--- src/rtl/sram_controller_if.sv ---
// MEM-stage request/response bus plus the board SRAM pins, bundled for the SRAM responder.
// Latency: none, wiring only.
// Backpressure: ready low stalls the requester; SRAM side has no flow control.
interface sram_controller_if #(
    parameter int unsigned SRAM_AW = 18
);
    logic               wr_en;
    logic               rd_en;
    logic [31:0]        address;
    logic [31:0]        write_data;
    logic [31:0]        read_data;
    logic               ready;
    logic [SRAM_AW-1:0] sram_addr;
    logic [15:0]        sram_dq_out;
    logic               sram_dq_oe;
    logic [15:0]        sram_dq_in;
    logic               sram_we_n;
    logic               sram_oe_n;

    modport master (
        output wr_en, rd_en, address, write_data, sram_dq_in,
        input  read_data, ready, sram_addr, sram_dq_out, sram_dq_oe, sram_we_n, sram_oe_n
    );

    modport slave (
        input  wr_en, rd_en, address, write_data, sram_dq_in,
        output read_data, ready, sram_addr, sram_dq_out, sram_dq_oe, sram_we_n, sram_oe_n
    );
endinterface

--- src/rtl/sram_controller.sv ---
// 32-bit word load/store responder that splits each access into two 16-bit SRAM accesses.
// Latency: 2*HALF_CYCLES+1 cycles with ready low, then ready high for one DONE cycle.
// Backpressure: ready=0 while busy; the pipeline freezes on ~ready, request inputs are ignored once latched.
module sram_controller #(
    parameter int unsigned BASE_ADDR   = 1024,
    parameter int unsigned HALF_CYCLES = 2,
    parameter int unsigned SRAM_AW     = 18
) (
    input  logic                 clk,
    input  logic                 rst,
    sram_controller_if.slave     bus
);

    localparam int unsigned CW = (HALF_CYCLES > 1) ? $clog2(HALF_CYCLES) : 1;
    localparam int unsigned WW = SRAM_AW - 1;
    localparam logic [CW-1:0] CNT_LAST = CW'(HALF_CYCLES - 1);

    typedef enum logic [1:0] {
        S_IDLE,
        S_LOW,
        S_HIGH,
        S_DONE
    } state_t;

    state_t        state;
    state_t        state_nxt;
    logic [CW-1:0] cnt;
    logic [CW-1:0] cnt_nxt;

    logic          op_wr;
    logic [WW-1:0] word;
    logic [31:0]   wdata;
    logic [15:0]   lo_q;
    logic [31:0]   rdata;

    logic          req;
    logic          last;
    logic [31:0]   offset;
    logic          active;
    logic          unused_addr_bits;

    assign req    = bus.wr_en | bus.rd_en;
    assign last   = (cnt == CNT_LAST);
    assign offset = bus.address - 32'(BASE_ADDR);
    assign active = (state == S_LOW) || (state == S_HIGH);

    // Byte lane bits and word bits above the SRAM range are dropped on purpose.
    assign unused_addr_bits = ^{offset[31:SRAM_AW+1], offset[1:0]};

    always_ff @(posedge clk or negedge rst) begin
        if (!rst) begin
            state <= S_IDLE;
            cnt   <= '0;
        end else begin
            state <= state_nxt;
            cnt   <= cnt_nxt;
        end
    end

    always_comb begin
        state_nxt = state;
        cnt_nxt   = cnt;
        case (state)
            S_IDLE: begin
                if (req) begin
                    state_nxt = S_LOW;
                    cnt_nxt   = '0;
                end
            end
            S_LOW: begin
                if (last) begin
                    state_nxt = S_HIGH;
                    cnt_nxt   = '0;
                end else begin
                    cnt_nxt   = cnt + 1'b1;
                end
            end
            S_HIGH: begin
                if (last) begin
                    state_nxt = S_DONE;
                    cnt_nxt   = '0;
                end else begin
                    cnt_nxt   = cnt + 1'b1;
                end
            end
            S_DONE: begin
                state_nxt = S_IDLE;
            end
            default: begin
                state_nxt = S_IDLE;
                cnt_nxt   = '0;
            end
        endcase
    end

    // Request latches and read assembly; the high half goes straight into read_data.
    always_ff @(posedge clk or negedge rst) begin
        if (!rst) begin
            op_wr <= 1'b0;
            word  <= '0;
            wdata <= '0;
            lo_q  <= '0;
            rdata <= '0;
        end else begin
            if ((state == S_IDLE) && req) begin
                op_wr <= bus.wr_en;
                word  <= offset[WW+1:2];
                wdata <= bus.write_data;
            end
            if ((state == S_LOW) && last && !op_wr) begin
                lo_q <= bus.sram_dq_in;
            end
            if ((state == S_HIGH) && last && !op_wr) begin
                rdata <= {bus.sram_dq_in, lo_q};
            end
        end
    end

    // SRAM pins decode from registered state only, so reset idles them immediately.
    always_comb begin
        bus.sram_addr   = '0;
        bus.sram_dq_out = '0;
        bus.sram_dq_oe  = 1'b0;
        bus.sram_we_n   = 1'b1;
        bus.sram_oe_n   = 1'b1;
        if (active) begin
            bus.sram_addr = {word, (state == S_HIGH)};
            if (op_wr) begin
                bus.sram_dq_out = (state == S_HIGH) ? wdata[31:16] : wdata[15:0];
                bus.sram_dq_oe  = 1'b1;
                bus.sram_we_n   = 1'b0;
            end else begin
                bus.sram_oe_n   = 1'b0;
            end
        end
    end

    assign bus.ready     = (state == S_DONE) || ((state == S_IDLE) && !req);
    assign bus.read_data = rdata;

endmodule

--- src/flat_wrapper.sv ---
// flat-port wrapper written by rule: the top's interface ports become plain ports
module sram_controller_flat 
#(
    parameter int unsigned BASE_ADDR   = 1024,
    parameter int unsigned HALF_CYCLES = 2,
    parameter int unsigned SRAM_AW     = 18
)
  (clk, rst, bus_wr_en, bus_rd_en, bus_address, bus_write_data, bus_sram_dq_in, bus_read_data, bus_ready, bus_sram_addr, bus_sram_dq_out, bus_sram_dq_oe, bus_sram_we_n, bus_sram_oe_n);
  sram_controller_if #(.SRAM_AW(SRAM_AW)) bus_i ();
  input  logic clk;
  input  logic rst;
  input wire logic [$bits(bus_i.wr_en)-1:0] bus_wr_en;
  input wire logic [$bits(bus_i.rd_en)-1:0] bus_rd_en;
  input wire logic [$bits(bus_i.address)-1:0] bus_address;
  input wire logic [$bits(bus_i.write_data)-1:0] bus_write_data;
  input wire logic [$bits(bus_i.sram_dq_in)-1:0] bus_sram_dq_in;
  output wire logic [$bits(bus_i.read_data)-1:0] bus_read_data;
  output wire logic [$bits(bus_i.ready)-1:0] bus_ready;
  output wire logic [$bits(bus_i.sram_addr)-1:0] bus_sram_addr;
  output wire logic [$bits(bus_i.sram_dq_out)-1:0] bus_sram_dq_out;
  output wire logic [$bits(bus_i.sram_dq_oe)-1:0] bus_sram_dq_oe;
  output wire logic [$bits(bus_i.sram_we_n)-1:0] bus_sram_we_n;
  output wire logic [$bits(bus_i.sram_oe_n)-1:0] bus_sram_oe_n;
  assign bus_i.wr_en = bus_wr_en;
  assign bus_i.rd_en = bus_rd_en;
  assign bus_i.address = bus_address;
  assign bus_i.write_data = bus_write_data;
  assign bus_i.sram_dq_in = bus_sram_dq_in;
  assign bus_read_data = bus_i.read_data;
  assign bus_ready = bus_i.ready;
  assign bus_sram_addr = bus_i.sram_addr;
  assign bus_sram_dq_out = bus_i.sram_dq_out;
  assign bus_sram_dq_oe = bus_i.sram_dq_oe;
  assign bus_sram_we_n = bus_i.sram_we_n;
  assign bus_sram_oe_n = bus_i.sram_oe_n;
  sram_controller #(.BASE_ADDR(BASE_ADDR), .HALF_CYCLES(HALF_CYCLES), .SRAM_AW(SRAM_AW)) u_core (.clk(clk), .rst(rst), .bus(bus_i));
endmodule
--- config.mk ---
export PLATFORM = sky130hd
export DESIGN_NAME = sram_controller_flat
export DESIGN_NICKNAME = d
export VERILOG_FILES = /design/src/rtl/sram_controller_if.sv /design/src/rtl/sram_controller.sv /design/src/flat_wrapper.sv
export SDC_FILE = /design/constraint.sdc
export NUM_CORES = 1
export LEC_CHECK = 0
export ABC_AREA = 1
export BUFFER_PORTS_ARGS = -buffer_cell sky130_fd_sc_hd__buf_2
export CAP_MARGIN = 10
export CELL_PAD_IN_SITES_DETAIL_PLACEMENT = 0
export CELL_PAD_IN_SITES_GLOBAL_PLACEMENT = 1
export CORE_ASPECT_RATIO = 1.75
export CORE_MARGIN = 5
export CORE_UTILIZATION = 39
export DETAILED_ROUTE_END_ITERATION = 8
export GPL_ROUTABILITY_DRIVEN = 0
export GPL_TIMING_DRIVEN = 0
export PLACE_DENSITY = 0.91
export SYNTH_ARGS = -nofsm -noshare
export SYNTH_HDL_FRONTEND = slang
export SYNTH_SLANG_ARGS = --single-unit
--- constraint.sdc ---
create_clock -name clk -period 2.4 [get_ports clk]
set_input_delay 0.48 -clock clk [delete_from_list [all_inputs] [get_ports clk]]
set_output_delay 0.48 -clock clk [all_outputs]
set_load 0.005 [all_outputs]
* Word level (Yosys, flattened, before mapping)
Cells that the tools add are included.
Operators by class: add/sub/neg operators 2, mux-type cells 16, bitwise operators 1, reduce and logical (&&, ||, !) cells 15, equal/unequal tests 6
Operators by type and width (count):
- $mux 16 | 3
- $sub 19x11->19 const B | 1
- $mux 18 | 1
- $pmux 2 s4 | 1
- $mux 1 | 7
- $logic_and 1x1->1 | 6
- $mux 2 | 3
- $ne 2x1->1 const B | 3
- $eq 2x2->1 const B | 2
- $reduce_and 3->1 | 1
- $eq 2x1->1 const B | 1
- $logic_not 1->1 | 2
- $logic_not 2->1 | 1
- $logic_or 1x1->1 | 2
- $pmux 1 s2 | 1
- $reduce_and 2->1 | 1
- $reduce_bool 2->1 | 1
- $reduce_or 2->1 | 1
- $add 1x1->1 const B | 1
- $or 1x1->1 | 1
Word-level totals: input bits 84, logic and storage cells 47, register bits 101

* Depth between registers and ports, before layout
Gate-level depths: netlist of run 1.
depth after elaboration 4, gate-level depth with buffers 8

* Worst setup path before layout of run 1
Ideal clock, no wire load.
path type reg2out, from register u_core.state[0], to output bus_sram_dq_out[10], arrival time 1332 ps, stages on the path, launching flop included 8, setup slack 588 ps, buffers on the path 2, data required time 1920 ps, cells stage by stage dfrtp_1 inv_1 ha_1 buf_4 inv_2 buf_2 nor2_1 nor3_1
On the way: word-level cells in the longest chain between the ends 4, elaborated cells between the ends (all ways) 6, those cells by class 2 x eq/ne; 3 x mux; 1 x reduce/logical
Ends and longest elaborated chain:
- from (decl) | line sram_controller.sv:25 | state_t state;
- from (signal assigned) | line sram_controller.sv:55 | state <= state_nxt;
- $eq 2x2->1 | line sram_controller.sv:45, sram_controller.sv:129
- $mux 16 | line sram_controller.sv:129 | bus.sram_dq_out = (state == S_HIGH) ? wdata[31:16] : wdata[15:0];
- $mux 16 | line sram_controller.sv:128 | if (op_wr) begin
- $mux 16 * | line sram_controller.sv:126 | if (active) begin
- to (decl) | line flat_wrapper.sv:20 | output wire logic [$bits(bus_i.sram_dq_out)-1:0] bus_sram_dq_out;
Mark *: on every way between the ends. The rest lies on a longest branch, timed or not.

* Worst setup path in the final report of run 1
from register u_core.state[1], to output bus_sram_dq_out[11]
Same word-level chain as after synthesis.

==> results.ini, run 1 <==
[synthesis]
ys_seq_elements=101
yosysWarnings=0
synth_xor_area_share_pct=0
muxShareOfSynthArea_pct=4.069
syn_inst=521
yosys.area_share.simple_pct=24.19
syn_avg_cell_area_um2=8.499
seq_area_frac_synth_pct=57.08
synth-adder-area-share_pct=1.695
synth_compound_area_share_pct=5.538
synth_top_family_by_area=simple AND/OR/NAND/NOR gates
syn_nets=611
netlist_area_um2=4428
synth_cell_type_count=21

[timing]
whs_ns=0.09554
setup-violations-final=0
skew_ns=0.008314
relSlewSlack_pct=67.70
finalHoldViolations=0
fin_crit_sh_pct=96.05
finalMaxSlewViolations=0
worstMarginPinSlew_ns=0.4845
fmax_ghz=0.4338
fin_crit_ns=2.305

[grt]
grt_max_degree=68
grt.total_usage_pct=16.77
grt.overflow.total=0
grt_pass1_wl_um=18460
antenna_found_initial=0
grt_pass1_vias=3934

[layout]
num-nets-final=763
antennaDiodeCount=0
fillers=1107
drive_gt1_share_pct=30.68
fin_cells=810
fin_area_um2=5687
syn_to_final_growth_pct=28.43

[worst_setup_path]
worst_setup_path_end_kind=output pin
crit_type=flop to output pin
cp.required_ns=1.92
start_kind=flop
cp.arrival_ns=1.83
ff2ff_setup_slack_ns=0.78
worstPathMaxFanout=10

[drt]
wl_um=11280
drtPass1Iterations=5
postRouteAntennaNets=0
route.met3.wl_um=619
top_layer=met4
wl_met1_um=4355
vias=3806
drc=0
via_per_inst=4.699
dr_wl_met2_um=6168
first_iter_violations=101
wl_per_cell_um=13.93

[clock_tree]
path_clk_slew_ns=0.07
cts_buffers=9
root_buffer=clkbuf_16
cts_max_path_buffers=2
clock-sinks=101
h-tree-depth=3
clk_latency_ns=0.34
cts_tree=built

[placement]
dp_hpwl_um=8840
place_inst=792
place_area_um2=5314
io_buffer_count=138

[power_and_ir_drop]
ir_worst_vdd_mv=0.6627
power_mw=7.684
power_density_nw_per_um2=1351
p_leak_nw=3.290

[status]
status=complete, no violations

[die]
row_count=51
core_um2=11100
die_area_um2=13670
die_x_um=90.55
die_y_um=151.0
io_pins=154
start_util_pct=39.88

[hold_path]
worstHoldPathType=input port to asynchronous set/reset pin

[flow_run]
cap_violations=0

## final timing paths
kind | startpoint | endpoint | depth (start not counted)
max | u_core.state[1] | bus_sram_dq_out[11] | 6
min | rst | u_core.wdata[21] | 1
max reg2reg | u_core.state[1] | u_core.lo_q[7] | 5
min reg2reg | u_core.bus.read_data[22] | u_core.bus.read_data[22] | 2
max in group asynchronous | rst | u_core.lo_q[3] | 2
min in group clk | bus_write_data[13] | u_core.wdata[13] | 3
## cells by family (layout without fill, tap and decap cells)
logic type	count (synthesis)	count (layout)
DFF	101	101
adders and majority gates	6	6
muxes	16	16
and+or+nand+nor	275	275
buffers and inverters	76	233
AOI/OAI and AO/OA	47	47
## cell type report
class                   instances  area [µm²]  area share, %
repair buffers                141       735.7          12.94
plain buffers                  24       155.1          2.728
flip-flops and latches        101        2527          44.44
clock inverters                 7       66.31          1.166
multi-input cells             344        1614          28.38
clock buffers                   9       225.2          3.960
inverters                      52       197.7          3.476
well taps                     132       165.2          2.904
## report_power, final
| part | leakage, nW | internal, mW | switching, mW | total, mW |
|---|---|---|---|---|
| logic | 1.91 | 1.42 | 1.83 | 3.25 |
| registers | 1.23 | 2.56 | 0.456 | 3.01 |
| clock network | 0.145 | 0.803 | 0.616 | 1.42 |
| total | 3.29 | 4.78 | 2.90 | 7.68 |
## metal layers
metal  global-route usage (%)  vias to the layer above
met2                    31.55                      116
met1                    18.48                     1782
li1                         -                     1898
met4                    5.812                        0
met3                    3.429                       10
met5                        0                        -
## repair_timing
item                                    4_1_cts  5_1_grt
gates resized for setup                      11        8
buffers inserted                              1        1
endpoints found under the setup margin       12       19
hold buffers                                  0        0
## state kept, by name, summed over array words and instances, names as in the netlist
signal,flops
u_core.cnt,1
u_core.bus.read_data,32
u_core.op_wr,1
u_core.wdata,32
u_core.lo_q,16
u_core.state,2
u_core.word,17
## stage by stage
stage                     TNS [ns]  util [%]  setup slack [ns]
after floorplan                  0         -            0.5875
after global placement      -14.14     47.59           -0.1507
after detailed placement         0     47.86            0.1478
after CTS                        0     50.91           0.01310
after global routing      -0.02625     51.22          -0.01178
final                            0     51.22           0.09470
## worst max-delay path, cell delays in order (launching register included)
cell and delay [ns]:
dfrtp_1 0.41, inv_1 0.13, ha_4 0.31, nand2_4 0.09, buf_4 0.20, nor3_2 0.21
buf_2 0.14
## Yosys cell counts
master	number	share of area (%)
o21ai_2	1	0.20
nor3_1	15	1.7
buf_2	14	1.6
buf_4	3	0.51
nor2_1	44	3.7
mux2_2	16	4.1
inv_2	3	0.25
buf_6	2	0.51
a21oi_1	1	0.11
o21ai_1	7	0.79
nand3_2	1	0.23
inv_1	49	4.2
o21bai_1	1	0.17
o21ai_0	34	3.8
ha_1	6	1.7
nand3_1	9	1.0
dfrtp_1	101	57
nand2_1	205	17
or2_2	1	0.14
a31oi_1	3	0.42
clkbuf_1	5	0.42
## cells in the final DEF, fill, tap and decap left out
| cell type | instances |
|---|---|
| buf_6 | 5 |
| nor2_1 | 44 |
| ha_4 | 1 |
| nand3_1 | 9 |
| nor3_1 | 11 |
| clkinv_4 | 1 |
| ha_1 | 4 |
| dfrtp_1 | 101 |
| o21ai_2 | 1 |
| o21bai_1 | 1 |
| a21oi_1 | 1 |
| clkinv_2 | 4 |
| buf_4 | 6 |
| o21ai_0 | 34 |
| nand3_2 | 1 |
| o21ai_1 | 7 |
| ha_2 | 1 |
| or2_2 | 1 |
| buf_2 | 148 |
| a31oi_1 | 3 |
| clkbuf_2 | 2 |
| nand2_1 | 204 |
| bufinv_16 | 1 |
| clkinvlp_4 | 1 |
| mux2_2 | 16 |
| inv_1 | 48 |
| buf_16 | 1 |
| clkbuf_1 | 3 |
| nor3_2 | 4 |
| clkbuf_16 | 9 |
| inv_2 | 3 |
| inv_4 | 1 |
| nand2_4 | 1 |
Power figures use the tool's default switching activity.
==> inputs of run 2 (changes only) <==
- GPL_TIMING_DRIVEN: 0 -> default
==> run 2 against run 1 <==
Net effect:
- clock skew fell by 0.0015 ns
- via count fell by 1.9%
- flip-flop and latch count did not move
- wire length fell by 7.8%
- clock power rose by 14%
- utilization fell by 0.60 points
- register-to-register slack got worse by 0.11 ns
- critical path type unchanged
- largest power group unchanged
==> results.ini, run 2 (synthesized netlist as in run 1, its figures left out) <==
[layout]
drive_gt1_share_pct=28.33
syn_to_final_growth_pct=26.93
mostFrequentLayoutCells=nand2_1, buf_2, dfrtp_1, inv_1, nor2_1
fin_area_um2=5620
fin_cells=792
final_common_cell=nand2_1
num-nets-final=745
fillers=1097
antennaDiodeCount=0

[grt]
grt_pass1_wl_um=17640
grt.total_usage_pct=15.59
grt_max_degree=62
antenna_found_initial=0
grt.overflow.total=0
grt_pass1_vias=3848

[timing]
rsz0062_at_grt=no
fin_crit_ns=2.286
setup-violations-final=0
skew_ns=0.006823
fin_crit_sh_pct=95.25
finalMaxSlewViolations=0
relSlewSlack_pct=63.59
setup_tns_ns=0
worstMarginPinSlew_ns=0.5462
finalHoldViolations=0
fmax_ghz=0.4374

[power_and_ir_drop]
power_mw=7.671
ir_worst_vdd_mv=0.8021
p_leak_nw=3.245
power_density_nw_per_um2=1365

[drt]
via_per_inst=4.715
drtPass1Iterations=4
vias=3734
drc=0
wl_per_cell_um=13.13
wl_um=10400
postRouteAntennaNets=0
first_iter_violations=84

[flow_run]
cap_violations=0

[worst_setup_path]
start_kind=flop
crit_family=buffers and inverters
r2r-end=u_core.bus.read_data[3]
ff2ff_setup_slack_ns=0.67
worst_setup_path_end_kind=output pin
worstPathMaxFanout=18
r2r-start=u_core.state[0]
reg2reg_depth=6
cp_slowest_cell=dfrtp_1
cp.required_ns=1.92
path_buf_inv=3
max_stage_delay_ns=0.40
crit_type=flop to output pin
cp.arrival_ns=1.81
path_cells=inv_1 > ha_1 > nand2_1 > buf_4 > nor3_1 > buf_2

[die]
core_um2=11100
die_area_um2=13670
start_util_pct=39.88
row_count=51
die_x_um=90.55
io_pins=154
die_y_um=151.0

[clock_tree]
h-tree-depth=3
post_cts_buffers=0
cts_tree=built
cts_buffers=9
root_buffer=clkbuf_16
clock-sinks=101
clk_latency_ns=0.33
path_clk_slew_ns=0.07
cts_max_path_buffers=2

[placement]
dp_hpwl_um=7780
place_inst=776
place_area_um2=5265
io_buffer_count=138

[status]
status=complete, no violations

[hold_path]
worstHoldPathType=input port to asynchronous set/reset pin

==> run 2: how the worst max path moves through the flow <==
stage	startpoint	endpoint	slack (ns)	cells past startpoint
global route	u_core.state[0]	bus_sram_dq_out[10]	0.001	6
floorplan	u_core.state[0]	bus_sram_dq_out[10]	0.59	7
global placement	u_core.state[0]	bus_sram_dq_out[9]	0.40	6
CTS	u_core.state[0]	bus_sram_dq_out[7]	0.005	6
detailed placement	u_core.state[0]	bus_sram_dq_out[9]	0.37	6
finish	u_core.state[0]	bus_sram_dq_out[10]	0.11	6
==> run 2: power breakdown <==
| part | internal (mW) | leakage, nW | switching [mW] |
|---|---|---|---|
| logic | 1.31 | 1.85 | 1.74 |
| registers | 2.55 | 1.23 | 0.445 |
| clock network | 1.02 | 0.163 | 0.602 |
==> run 2: area by class of cell <==
cell class | instances | area (µm²) | area share [%]
Sequential cell | 101 | 2527 | 44.97
Multi-Input combinational cell | 344 | 1594 | 28.36
Timing Repair Buffer | 147 | 798.3 | 14.20
Clock buffer | 10 | 229.0 | 4.074
Inverter | 52 | 195.2 | 3.473
Tap cell | 132 | 165.2 | 2.939
Clock inverter | 6 | 111.4 | 1.981
==> run 2: worst reg2reg max path, stage by stage, from the launching register on <==
cell and delay, ns:
dfrtp_1 0.40, inv_1 0.10, ha_1 0.24, buf_4 0.18
nand3_2 0.09, buf_12 0.22, mux2_2 0.37
==> run 2: routing by layer <==
metal / wire length, µm / global-route usage, % / vias up / part of all wire [%]
met2: 5531 / 28.68 / 107 / 53
li1: - / - / 1862 / -
met1: 4126 / 18.05 / 1754 / 40
met4: 121 / 4.396 / 0 / 1.2
met5: 0 / 0 / - / 0
met3: 620 / 3.429 / 11 / 6.0
==> run 2: through the flow <==
step	util, %	hold WS [ns]	setup WS (ns)
floorplan	-	0.1844	0.5875
global placement	47.42	0.4621	0.3958
detailed placement	47.42	0.4651	0.3671
CTS	50.53	0.1409	0.004707
global route	50.62	0.1644	0.001237
finish	50.62	0.1236	0.1140
==> run 2: what timing repair did <==
action,CTS,global route
hold buffers,0,0
gates resized for setup,1,2
setup endpoints to repair,1,2
endpoints found under the hold margin,0,0
==> inputs of run 3 (changes only) <==
- ABC_AREA: 1 -> default
- CORE_UTILIZATION: 39 -> 40
- PLACE_DENSITY: 0.91 -> 0.9
==> run 3 against run 2 <==
Net effect:
- global-route usage shrank 0.25 points
- synthesized cell count shrank 23%
- maximum frequency grew 0.42%
- first-iteration DRC count shrank 46%
- register-to-register slack lost 0.05 ns
- via count shrank 14%
- largest power group unchanged
==> results.ini, run 3 <==
[synthesis]
synth_top_area_share_pct=58.18
seq_area_frac_synth_pct=58.18
synth_cell_type_count=28
synth_edf_count=0
netlist_top_cells_area=dfrtp_1, mux2_2, nand2_1
synth_top_area_cell=dfrtp_1
yosysWarnings=0
syn_inst=402
synth_most_common_cell=nand2_1
netlist_area_um2=4344
syn_avg_cell_area_um2=10.81
syn_nets=492
synthFlopType=dfrtp_1
ys_seq_elements=101
yosys-top-cells-count=nand2_1, dfrtp_1, mux2_2
synth-async-reset-ratio_pct=100.0

[clock_tree]
h-tree-depth=3
cts_hold_buf=0
root_buffer=clkbuf_16
cts_max_path_buffers=2
clock-sinks=101
cts_buffers=9
post_cts_buffers=0
cts_tree=built
path_clk_slew_ns=0.07
clk_latency_ns=0.34

[layout]
antennaDiodeCount=0
drive_gt1_share_pct=40.11
mostFrequentLayoutCells=buf_2, nand2_1, dfrtp_1, mux2_2, nor2_1
final_common_cell=buf_2
num-nets-final=631
fillers=960
fin_area_um2=5523
final_util_pct=51.63
fin_cells=676
syn_to_final_growth_pct=27.13

[die]
die_x_um=88.78
die_y_um=147.9
row_count=50
io_pins=154
start_util_pct=40.61
core_um2=10700
die_area_um2=13130

[timing]
fmax_ghz=0.4393
fin_crit_ns=2.276
relSlewSlack_pct=62.68
finalHoldViolations=0
skew_ns=0.006077
rsz0062_at_grt=no
setup_tns_ns=0
worstMarginPinSlew_ns=0.5599
setup_ws_ns=0.1235
setup-violations-final=0
whs_ns=0.1261
fin_crit_sh_pct=94.85
finalMaxSlewViolations=0

[drt]
vias=3211
wl_per_cell_um=14.14
wl_um=9558
via_per_inst=4.750
first_iter_violations=45
postRouteAntennaNets=0
drc=0
drtPass1Iterations=4

[worst_setup_path]
crit_type=flop to output pin
path_buf_inv=2
reg2reg_depth=5
crit_family=simple AND/OR/NAND/NOR gates
cp.depth=5
cp.arrival_ns=1.80
max_stage_delay_ns=0.44
start_kind=flop
worstPathMaxFanout=5
cp_slowest_cell=or3b_1
worst_setup_path_end_kind=output pin
path_cells=inv_1 > ha_2 > or3b_1 > nand2b_1 > buf_2
cp.required_ns=1.92

[placement]
dp_hpwl_um=7184
place_ws_ns=0.4411
place_area_um2=5230
place_inst=660
io_buffer_count=138

[grt]
grt_pass1_vias=3380
grt_pass1_wl_um=15790
grt.total_usage_pct=15.34
grt_max_degree=59
antenna_found_initial=0
grt.overflow.total=0

[power_and_ir_drop]
p_leak_nw=2.848
power_mw=7.481
power_density_nw_per_um2=1355
ir_worst_vdd_mv=0.5857

[flow_run]
cap_violations=0

[hold_path]
worstHoldPathType=input port to asynchronous set/reset pin

[status]
status=complete, no violations

## run 3: report_power, final
| group | switching, mW | leakage [nW] | internal [mW] |
|---|---|---|---|
| Clock | 0.665 | 0.140 | 0.729 |
| Sequential | 0.414 | 1.21 | 2.56 |
| Combinational | 1.53 | 1.50 | 1.58 |
## run 3: final cells by class
cell class,instances,area [µm²],share of cell area [%]
flip-flops and latches,101,2527,45.76
multi-input cells,275,1727,31.26
repair buffers,148,793.3,14.36
clock buffers,9,225.2,4.078
well taps,130,162.7,2.945
clock inverters,7,65.06,1.178
inverters,6,22.52,0.4078
## run 3: per-layer routing
layer | wire [µm] | part of all wire (%) | vias to the layer above | track usage [%]
li1 | - | - | 1593 | -
met1 | 3660 | 38 | 1506 | 17.37
met2 | 5038 | 53 | 93 | 26.67
met3 | 617 | 6.5 | 19 | 3.681
met4 | 242 | 2.5 | 0 | 6.657
met5 | 0 | 0 | - | 0
## run 3: repair_timing
item	in CTS	in global routing
endpoints found under the hold margin	0	0
setup endpoints to repair	0	1
resized for setup	0	1
## run 3: worst register-to-register path, cell delays in order (launching register included)
cell and delay, ns:
dfrtp_1 0.42, inv_1 0.13, ha_2 0.24, or3b_1 0.44, o21a_1 0.16, mux2_2 0.27
## run 3: kinds of logic (layout without fill, tap and decap cells)
| logic type | Yosys count | after routing | share of synthesized area [%] |
|---|---|---|---|
| DFF | 101 | 101 | 58.18 |
| xor gates and xnor gates | 2 | 2 | 0.4033 |
| adders and majority gates | 6 | 6 | 1.728 |
| buffers and inverters | 26 | 170 | 2.419 |
| AOI/OAI and AO/OA | 21 | 21 | 3.139 |
| muxes | 65 | 65 | 16.39 |
| and+or+nand+nor | 181 | 181 | 17.74 |
## run 3: final timing paths
check                              startpoint                to  slack, ns
max reg2reg                   u_core.state[0]   u_core.state[1]       0.62
min reg2reg                    u_core.word[6]    u_core.word[6]       0.46
min in group clk           bus_write_data[24]  u_core.wdata[24]       0.33
min                                       rst    u_core.word[7]       0.13
max in group asynchronous                 rst  u_core.wdata[30]       1.56
max                           u_core.state[0]         bus_ready       0.12
